==> src/rtl/i2c_periph_regfile.sv <==
`default_nettype none
// ============================================================================
// Module   : i2c_periph_regfile
// Brief    : Oversampled I2C target with an 8-bit register file, pointer
//            auto-increment and repeated-START support.
// Revision : 1.0 - initial release
// ============================================================================
module i2c_periph_regfile #(
    parameter logic [6:0] DEV_ADDR = 7'h2A,
    parameter int         DEPTH    = 16,
    parameter logic [7:0] RST_VAL  = 8'h00,
    localparam int        PW       = $clog2(DEPTH)
) (
    input  logic          clk,
    input  logic          reset,
    input  logic          scl_in,
    input  logic          sda_in,
    output logic          sda_oe,
    output logic          wr_strobe,
    output logic [PW-1:0] wr_index,
    output logic [7:0]    wr_data,
    output logic          busy
);

    typedef enum logic [2:0] {
        ST_IDLE     = 3'd0,
        ST_ADDR     = 3'd1,
        ST_ADDR_ACK = 3'd2,
        ST_PTR      = 3'd3,
        ST_WDATA    = 3'd4,
        ST_RDATA    = 3'd5
    } state_t;

    state_t        r_state, w_state_nx;
    logic          r_scl_s1, r_scl_s2, r_scl_d;
    logic          r_sda_s1, r_sda_s2, r_sda_d;
    logic [3:0]    r_cnt, w_cnt_nx;
    logic [6:0]    r_shift, w_shift_nx;
    logic [7:0]    r_rd_shift, w_rd_shift_nx;
    logic [PW-1:0] r_ptr, w_ptr_nx;
    logic          r_oe, w_oe_nx;
    logic          r_busy, w_busy_nx;
    logic          r_rw, w_rw_nx;
    logic          r_strobe, w_strobe_nx;
    logic [PW-1:0] r_wr_index, w_wr_index_nx;
    logic [7:0]    r_wr_data, w_wr_data_nx;
    logic          w_reg_we;
    logic [7:0]    r_regs [DEPTH];

    logic          w_scl_rise, w_scl_fall, w_start, w_stop;
    logic [7:0]    w_byte;
    logic [PW-1:0] w_ptr_inc;

    // Synchronisers reset to the idle-bus level so no false event follows reset
    always_ff @(posedge clk) begin
        if (reset) begin
            {r_scl_s1, r_scl_s2, r_scl_d} <= 3'b111;
            {r_sda_s1, r_sda_s2, r_sda_d} <= 3'b111;
        end else begin
            {r_scl_s1, r_scl_s2, r_scl_d} <= {scl_in, r_scl_s1, r_scl_s2};
            {r_sda_s1, r_sda_s2, r_sda_d} <= {sda_in, r_sda_s1, r_sda_s2};
        end
    end

    assign w_scl_rise = r_scl_s2 & ~r_scl_d;
    assign w_scl_fall = ~r_scl_s2 & r_scl_d;
    assign w_start    = r_scl_s2 & r_scl_d & r_sda_d & ~r_sda_s2;
    assign w_stop     = r_scl_s2 & r_scl_d & ~r_sda_d & r_sda_s2;
    assign w_byte     = {r_shift, r_sda_s2};
    assign w_ptr_inc  = r_ptr + 1'b1;

    // r_cnt counts SCL rises in the current byte: 1..8 data, 9 acknowledge
    always_comb begin
        w_state_nx    = r_state;
        w_cnt_nx      = r_cnt;
        w_shift_nx    = r_shift;
        w_rd_shift_nx = r_rd_shift;
        w_ptr_nx      = r_ptr;
        w_oe_nx       = r_oe;
        w_busy_nx     = r_busy;
        w_rw_nx       = r_rw;
        w_strobe_nx   = 1'b0;
        w_wr_index_nx = r_wr_index;
        w_wr_data_nx  = r_wr_data;
        w_reg_we      = 1'b0;

        if (w_stop) begin
            w_state_nx = ST_IDLE;
            w_cnt_nx   = 4'd0;
            w_oe_nx    = 1'b0;
            w_busy_nx  = 1'b0;
        end else if (w_start) begin
            w_state_nx = ST_ADDR;
            w_cnt_nx   = 4'd0;
            w_oe_nx    = 1'b0;
            w_busy_nx  = 1'b0;
        end else if (r_state != ST_IDLE) begin
            if (w_scl_rise) begin
                if (r_cnt != 4'd9) w_cnt_nx = r_cnt + 4'd1;
                w_shift_nx = w_byte[6:0];
                if (r_cnt == 4'd7) begin
                    case (r_state)
                        ST_ADDR: begin
                            if (w_byte[7:1] == DEV_ADDR) begin
                                w_state_nx = ST_ADDR_ACK;
                                w_busy_nx  = 1'b1;
                                w_rw_nx    = w_byte[0];
                            end else begin
                                w_state_nx = ST_IDLE;
                            end
                        end
                        ST_PTR:   w_ptr_nx = w_byte[PW-1:0];
                        ST_WDATA: begin
                            w_reg_we      = 1'b1;
                            w_strobe_nx   = 1'b1;
                            w_wr_index_nx = r_ptr;
                            w_wr_data_nx  = w_byte;
                            w_ptr_nx      = w_ptr_inc;
                        end
                        default: ;
                    endcase
                end else if (r_cnt == 4'd8 && r_state == ST_RDATA) begin
                    w_ptr_nx = w_ptr_inc;
                    if (r_sda_s2) w_state_nx = ST_IDLE;
                    else          w_rd_shift_nx = r_regs[w_ptr_inc];
                end
            end else if (w_scl_fall) begin
                if (r_state == ST_RDATA) begin
                    if (r_cnt >= 4'd1 && r_cnt <= 4'd7) begin
                        w_oe_nx       = ~r_rd_shift[6];
                        w_rd_shift_nx = {r_rd_shift[6:0], 1'b0};
                    end else if (r_cnt == 4'd8) begin
                        w_oe_nx = 1'b0;
                    end else if (r_cnt == 4'd9) begin
                        w_oe_nx  = ~r_rd_shift[7];
                        w_cnt_nx = 4'd0;
                    end
                end else if (r_cnt == 4'd8) begin
                    w_oe_nx = 1'b1;
                end else if (r_cnt == 4'd9) begin
                    w_oe_nx  = 1'b0;
                    w_cnt_nx = 4'd0;
                    case (r_state)
                        ST_ADDR_ACK: begin
                            if (r_rw) begin
                                w_state_nx    = ST_RDATA;
                                w_rd_shift_nx = r_regs[r_ptr];
                                w_oe_nx       = ~r_regs[r_ptr][7];
                            end else begin
                                w_state_nx = ST_PTR;
                            end
                        end
                        ST_PTR:  w_state_nx = ST_WDATA;
                        default: ;
                    endcase
                end
            end
        end
    end

    always_ff @(posedge clk) begin
        if (reset) begin
            r_state    <= ST_IDLE;
            r_cnt      <= 4'd0;
            r_shift    <= 7'd0;
            r_rd_shift <= 8'd0;
            r_ptr      <= '0;
            r_oe       <= 1'b0;
            r_busy     <= 1'b0;
            r_rw       <= 1'b0;
            r_strobe   <= 1'b0;
            r_wr_index <= '0;
            r_wr_data  <= 8'd0;
        end else begin
            r_state    <= w_state_nx;
            r_cnt      <= w_cnt_nx;
            r_shift    <= w_shift_nx;
            r_rd_shift <= w_rd_shift_nx;
            r_ptr      <= w_ptr_nx;
            r_oe       <= w_oe_nx;
            r_busy     <= w_busy_nx;
            r_rw       <= w_rw_nx;
            r_strobe   <= w_strobe_nx;
            r_wr_index <= w_wr_index_nx;
            r_wr_data  <= w_wr_data_nx;
        end
    end

    always_ff @(posedge clk) begin
        if (reset) begin
            for (int i = 0; i < DEPTH; i++) r_regs[i] <= RST_VAL;
        end else if (w_reg_we) begin
            r_regs[r_ptr] <= w_byte;
        end
    end

    assign sda_oe    = r_oe;
    assign wr_strobe = r_strobe;
    assign wr_index  = r_wr_index;
    assign wr_data   = r_wr_data;
    assign busy      = r_busy;

endmodule
`default_nettype wire

==> config.mk <==
export PLATFORM = sky130hd
export DESIGN_NAME = i2c_periph_regfile
export DESIGN_NICKNAME = d
export VERILOG_FILES = /design/src/rtl/i2c_periph_regfile.sv
export SDC_FILE = /design/constraint.sdc
export NUM_CORES = 1
export LEC_CHECK = 0
export CELL_PAD_IN_SITES_DETAIL_PLACEMENT = 1
export CELL_PAD_IN_SITES_GLOBAL_PLACEMENT = 2
export CORE_MARGIN = 3
export CORE_UTILIZATION = 39
export DETAILED_ROUTE_END_ITERATION = 12
export HOLD_SLACK_MARGIN = 0.05
export PLACE_DENSITY = 0.71
export SLEW_MARGIN = 5
export SYNTH_ARGS = -nofsm -noshare
export SYNTH_HDL_FRONTEND = slang
export SYNTH_SLANG_ARGS = --single-unit
export TNS_END_PERCENT = 20
==> constraint.sdc <==
create_clock -name clk -period 3.2 [get_ports clk]
set_clock_uncertainty 0.05 [all_clocks]
set_input_delay 0.32 -clock clk [delete_from_list [all_inputs] [get_ports clk]]
set_output_delay 0.32 -clock clk [all_outputs]
set_load 0.01 [all_outputs]
[After elaboration in Yosys (flattened, before gate mapping)]
Memories as Yosys holds them, arrays and structs flattened. A register that Yosys moved wholly into a read port is not among the register bits.
Index checks and enable logic that the tools add are counted.
Word-level totals
  flip-flop bits (word level): 48
  RAM bits: 128
  input bits: 4
  output and inout bits: 15
  word-level logic and storage cells: 156
  memories kept: 1
Memory list
  r_regs: words 16, width 8, rd ports 2, clocked after Yosys merged registers in 1, write ports 16, RTL line 48  | logic [7:0] r_regs [DEPTH];
Cells by class
  $add $sub $neg: 2
  magnitude comparators: 2
  eq/ne operators: 28
  multiplexer cells: 59
  bitwise gates (word level): 17
  reductions and logical operators: 29
Operator list (count)
  $mux W8: 12
  $mux W4: 12
  $mux W3: 10
  $reduce_bool A3 Y1: 9
  $mux W1: 22
  $reduce_and A9 Y1: 2
  $ne A3 B2 Y1 const B: 4
  $reduce_and A12 Y1: 1
  $reduce_and A6 Y1: 2
  $not A1 Y1: 10
  $reduce_and A5 Y1: 2
  $ne A3 B3 Y1 const B: 3
  $add A4 B1 Y4 const B: 2
  $eq A4 B4 Y1 const B: 2
  $ne A2 B2 Y1 const B: 4
  $pmux W4 S2: 1
  $reduce_and A4 Y1: 2
  $reduce_bool A2 Y1: 4
  $reduce_or A8 Y1: 1
  $and A1 B1 Y1: 7
  $eq A7 B6 Y1 const B: 1
  $reduce_and A7 Y1: 1
  $eq A3 B2 Y1 const B: 2
  $eq A3 B3 Y1 const B: 2
  16 further kinds: 19

[Longest topological paths before layout]
  depth in word-level cells: 12
  mapped depth: 11
  depth with buffers taken out: 7

[Worst setup path before layout]
No wires, ideal clock.
  path kind: register to register
  start point: register r_ptr[0]
  end point: register r_rd_shift[0]
  library setup time: 0.132 ns
  data arrival time: 2.440 ns
  data required time: 3.018 ns
  setup slack: 0.578 ns
  cell stages (with the launch flop): 11
  buffers on the path: 4
  period minus slack after synthesis: 2.622 ns
  path through: dfxtp_1 > buf_2 > buf_2 > inv_1 > ha_1 > buf_4 > buf_4 > mux4_2 > mux2_2 > a31oi_1 > a311oi_1
On the way
  word-level cells in the longest chain between the ends: 6
Ends and longest elaborated chain
  start: declaration: RTL line 40  | logic [PW-1:0] r_ptr, w_ptr_nx;
  start signal: assignment: RTL line 179  | r_ptr <= w_ptr_nx;
  $add A4 B1 Y4: RTL line 70  | assign w_ptr_inc = r_ptr + 1'b1;
  $mem_v2 Z16 W8
  $mux W8: RTL line 124  | if (r_sda_s2) w_state_nx = ST_IDLE;
  $mux W8: RTL line 122  | end else if (r_cnt == 4'd8 && r_state == ST_RDATA) begin
  $mux W8: RTL line 101  | if (r_cnt == 4'd7) begin
  $mux W8: RTL line 98  | if (w_scl_rise) begin
  end signal: assignment: RTL line 178  | r_rd_shift <= w_rd_shift_nx;
  end: declaration: RTL line 39  | logic [7:0] r_rd_shift, w_rd_shift_nx;
Every way passes these cells. The select of a mux whose other input is x is not followed.
A chain may end at the register's enable or synchronous reset.

[Worst setup path after layout]
  start point: register r_ptr[1]
  end point: register r_rd_shift[5]
Same word-level chain as after synthesis.

==> results.md <==
* Setup_tns at 0 ps
* Area share of and/or/nand/nor cells after synthesis at 0.186
* Worst Path Required at 3460 ps
* Setup ws final at 353 ps
* Via density at around 6
* Core Area at approximately 0.024 mm2
* Initial Util at 0.398
* Number of flops mapped to enable cells by yosys at ~130
* P&R area growth vs syn at 11.9%
* CP Launch Type: register
* First-pass GRT wire length at 42700 um
* DRT iter0 DRCs at 775
* Die span in x at 164 um
* Synth Cell Area at 0.00971 mm2
* Post-cts resize count at 0
* Max Slew Vio Count at 0
* Reg-to-reg critical path startpoint: r_ptr[1]
* Final #Nets at 763
* Pleak at 3.55 nW
* Critical path type: register to register
* Synth Area in Compound Gates at 0.0584
* Asr flop ratio synth at 0
* Worst Path Arrival at 3110 ps
* Final worst-path cycle share at 0.890
* Top cell type's share of synthesized area at 0.396
* Commonest cells after routing, fill and taps aside: edfxtp_1, and2_1, mux4_2
* Final Setup Violations at 0
* H-Tree Level Count at 4
* Status: finished clean
* Clock latency on the worst-skew pair at 450 ps
* Final ANT Viol Nets at 0
* Max Clk Rate at 0.351 GHz
* P per Cell Area at 465 mW/mm2
* Sinks on the clock net at 180
* Final hold violations at 0
* Clock Path Buffers at 2
* Post-route DRC at 0
* Hold Crit Start: reset
* ANT cells at 0
* # port buffers at 18
* Main synth FF type: edfxtp_1
* Largest area contributor in the netlist: edfxtp_1
* Synth Area per Inst at approximately 13 um2
* DRT Wirelength at 28500 um
* Cell variety after synth at 67
* I/O pins at 19
* Cell count after synthesis at 739
* Setup bufs post-CTS at 0
* Most common cell after layout, fill and taps aside: edfxtp_1
* YS warnings at 0
* Total gr overflow at 0
* Largest family of logic cells by synthesized area: multiplexers
* Number of global-route vias before repair at 6601
* Post-place setup slack at 410 ps
* Post-Synth XOR/XNOR Area at 0.00554
* Seq cells post-synth at 180
* Layout cells sized above 1 at 0.219
* Max_cap viols at 0
* Critical path fanouts, max at 20
* TritonCTS clock tree: yes
* Sequential-to-total area share from yosys stat at 0.503
* Net Count, Synth at about 750
* Synth area leaders: edfxtp_1, mux4_2, dfxtp_1
* Worst-Margin Slew at between 700 and 800 ps
* CTS Root Cell: clkbuf_16
* Largest net degree at the start of global routing at 53
* Routed WL per cell at 26.2 um
* Worst VDD drop at 0.000300 V
* Rel. slew slack at 0.518
* Worst R2R Setup Slack at 350 ps
* Die Ht at 164 um
* RePlAce Congestion at 0.927
* Post-synthesis mux area share at 0.197
* TritonCTS Buffers at 17
* Crit path launch: r_ptr[1]
* Row count at 57
* Clock slew seen by the registers of the worst setup and hold paths at 80 ps
* Routed vias at 6488
* Worst setup EP type: register
* Adder-Cell Fraction of Synth Area at 0.0129
* Crit path time final at 2850 ps
* Hold-fix buffers at CTS at 0
* Die area at approximately 0.027 mm2
* RSZ-0062 raised after global routing: no
* Min-delay worst type: primary input to register
* HPWL Detailed at between 20000 and 25000 um
* Total global-route track usage at 0.219
* Initial antenna violation count at 0
* First-pass DRT Iterations at 5
## power by group
group / switching [W] / internal (W)
Sequential: 0.0000854 / 0.00258
Combinational: 0.000109 / 0.0000866
Clock: 0.00111 / 0.00108
Total: 0.00130 / 0.00374
## flip-flops by register name (all words and copies together) (netlist names), named ones only
signal / flops
r_cnt: 4
r_scl_s2: 1
sda_oe: 1
r_scl_s1: 1
busy: 1
r_rw: 1
r_ptr: 4
r_regs: 128
wr_strobe: 1
r_sda_s1: 1
r_state: 3
r_shift: 7
r_sda_s2: 1
wr_data: 8
r_rd_shift: 8
wr_index: 4
r_sda_d: 1
r_scl_d: 1
## layer usage
layer	vias up	track usage	wire length [um]
li1	2832	-	-
met1	3352	0.311	12800
met2	262	0.340	13200
met3	42	0.0368	1640
met4	0	0.0804	798
met5	-	0	0
## cells in the mapped netlist (3+ instances only)
cell      number
edfxtp_1     128
and2_1       116
mux4_2        64
dfxtp_1       52
mux2i_1       45
nor2_1        39
clkbuf_1      29
nand2_1       20
buf_2         15
nor3_2        14
nor4_1        13
or2_1         13
nor3_1        12
inv_1         11
nand2b_1      11
a21oi_1       10
ha_1          10
a311oi_1       9
or2_2          9
buf_4          8
o32ai_1        8
a22oi_1        7
nand3_1        7
a211oi_1       6
buf_6          5
nand3b_1       5
nor2b_1        5
o21ai_0        5
nor3b_1        4
o21a_1         4
a31oi_1        3
nor4_2         3
## area by class of cell
cell class | instances | area, um2
inverter | 11 | 41.3
fill | 2540 | 13500
tap | 324 | 405
timing repair buffer | 49 | 433
sequential | 180 | 4890
multi-input combinational | 490 | 4470
clock inverter | 15 | 201
clock buffer | 17 | 425
## stage by stage
step | power, W | utilization | cell area, um2 | std cells | hold WS (ps)
2_1_floorplan | 0.00279 | - | 9710 | 739 | 339
3_3_place_gp | 0.00290 | 0.420 | 10200 | 1054 | 345
3_5_place_dp | 0.00290 | 0.420 | 10200 | 1054 | 352
4_1_cts | 0.00506 | 0.445 | 10900 | 1086 | 271
5_1_grt | 0.00518 | 0.445 | 10900 | 1086 | 290
6_report | 0.00505 | 0.445 | 10900 | 1086 | 280
## worst max-delay path, stage by stage, from the launching register on
cell and delay (ps):
dfxtp_1 450, inv_1 100, ha_2 540, buf_12 240, mux4_2 530, mux2i_1 290, nor3_1 80, a211oi_1 290
a311oi_1 130
## path summary, 6_finish.rpt
| path | endpoint | cells after the start |
|---|---|---|
| worst max-delay path | r_rd_shift[5] | 8 |
| worst min-delay path | r_ptr[1] | 2 |
| worst max register to register | r_rd_shift[5] | 8 |
| worst min register to register | r_sda_s2 | 1 |
## cells by family after synthesis
family / Yosys count
multiplexers: 111
AO/OA/AOI/OAI: 75
adder cells (fa/ha/maj): 10
flip-flops: 180
XOR/XNOR: 4
buffers and inverters: 69
AND/OR/NAND/NOR: 290
No activity file was read; power rests on OpenSTA's default activity.
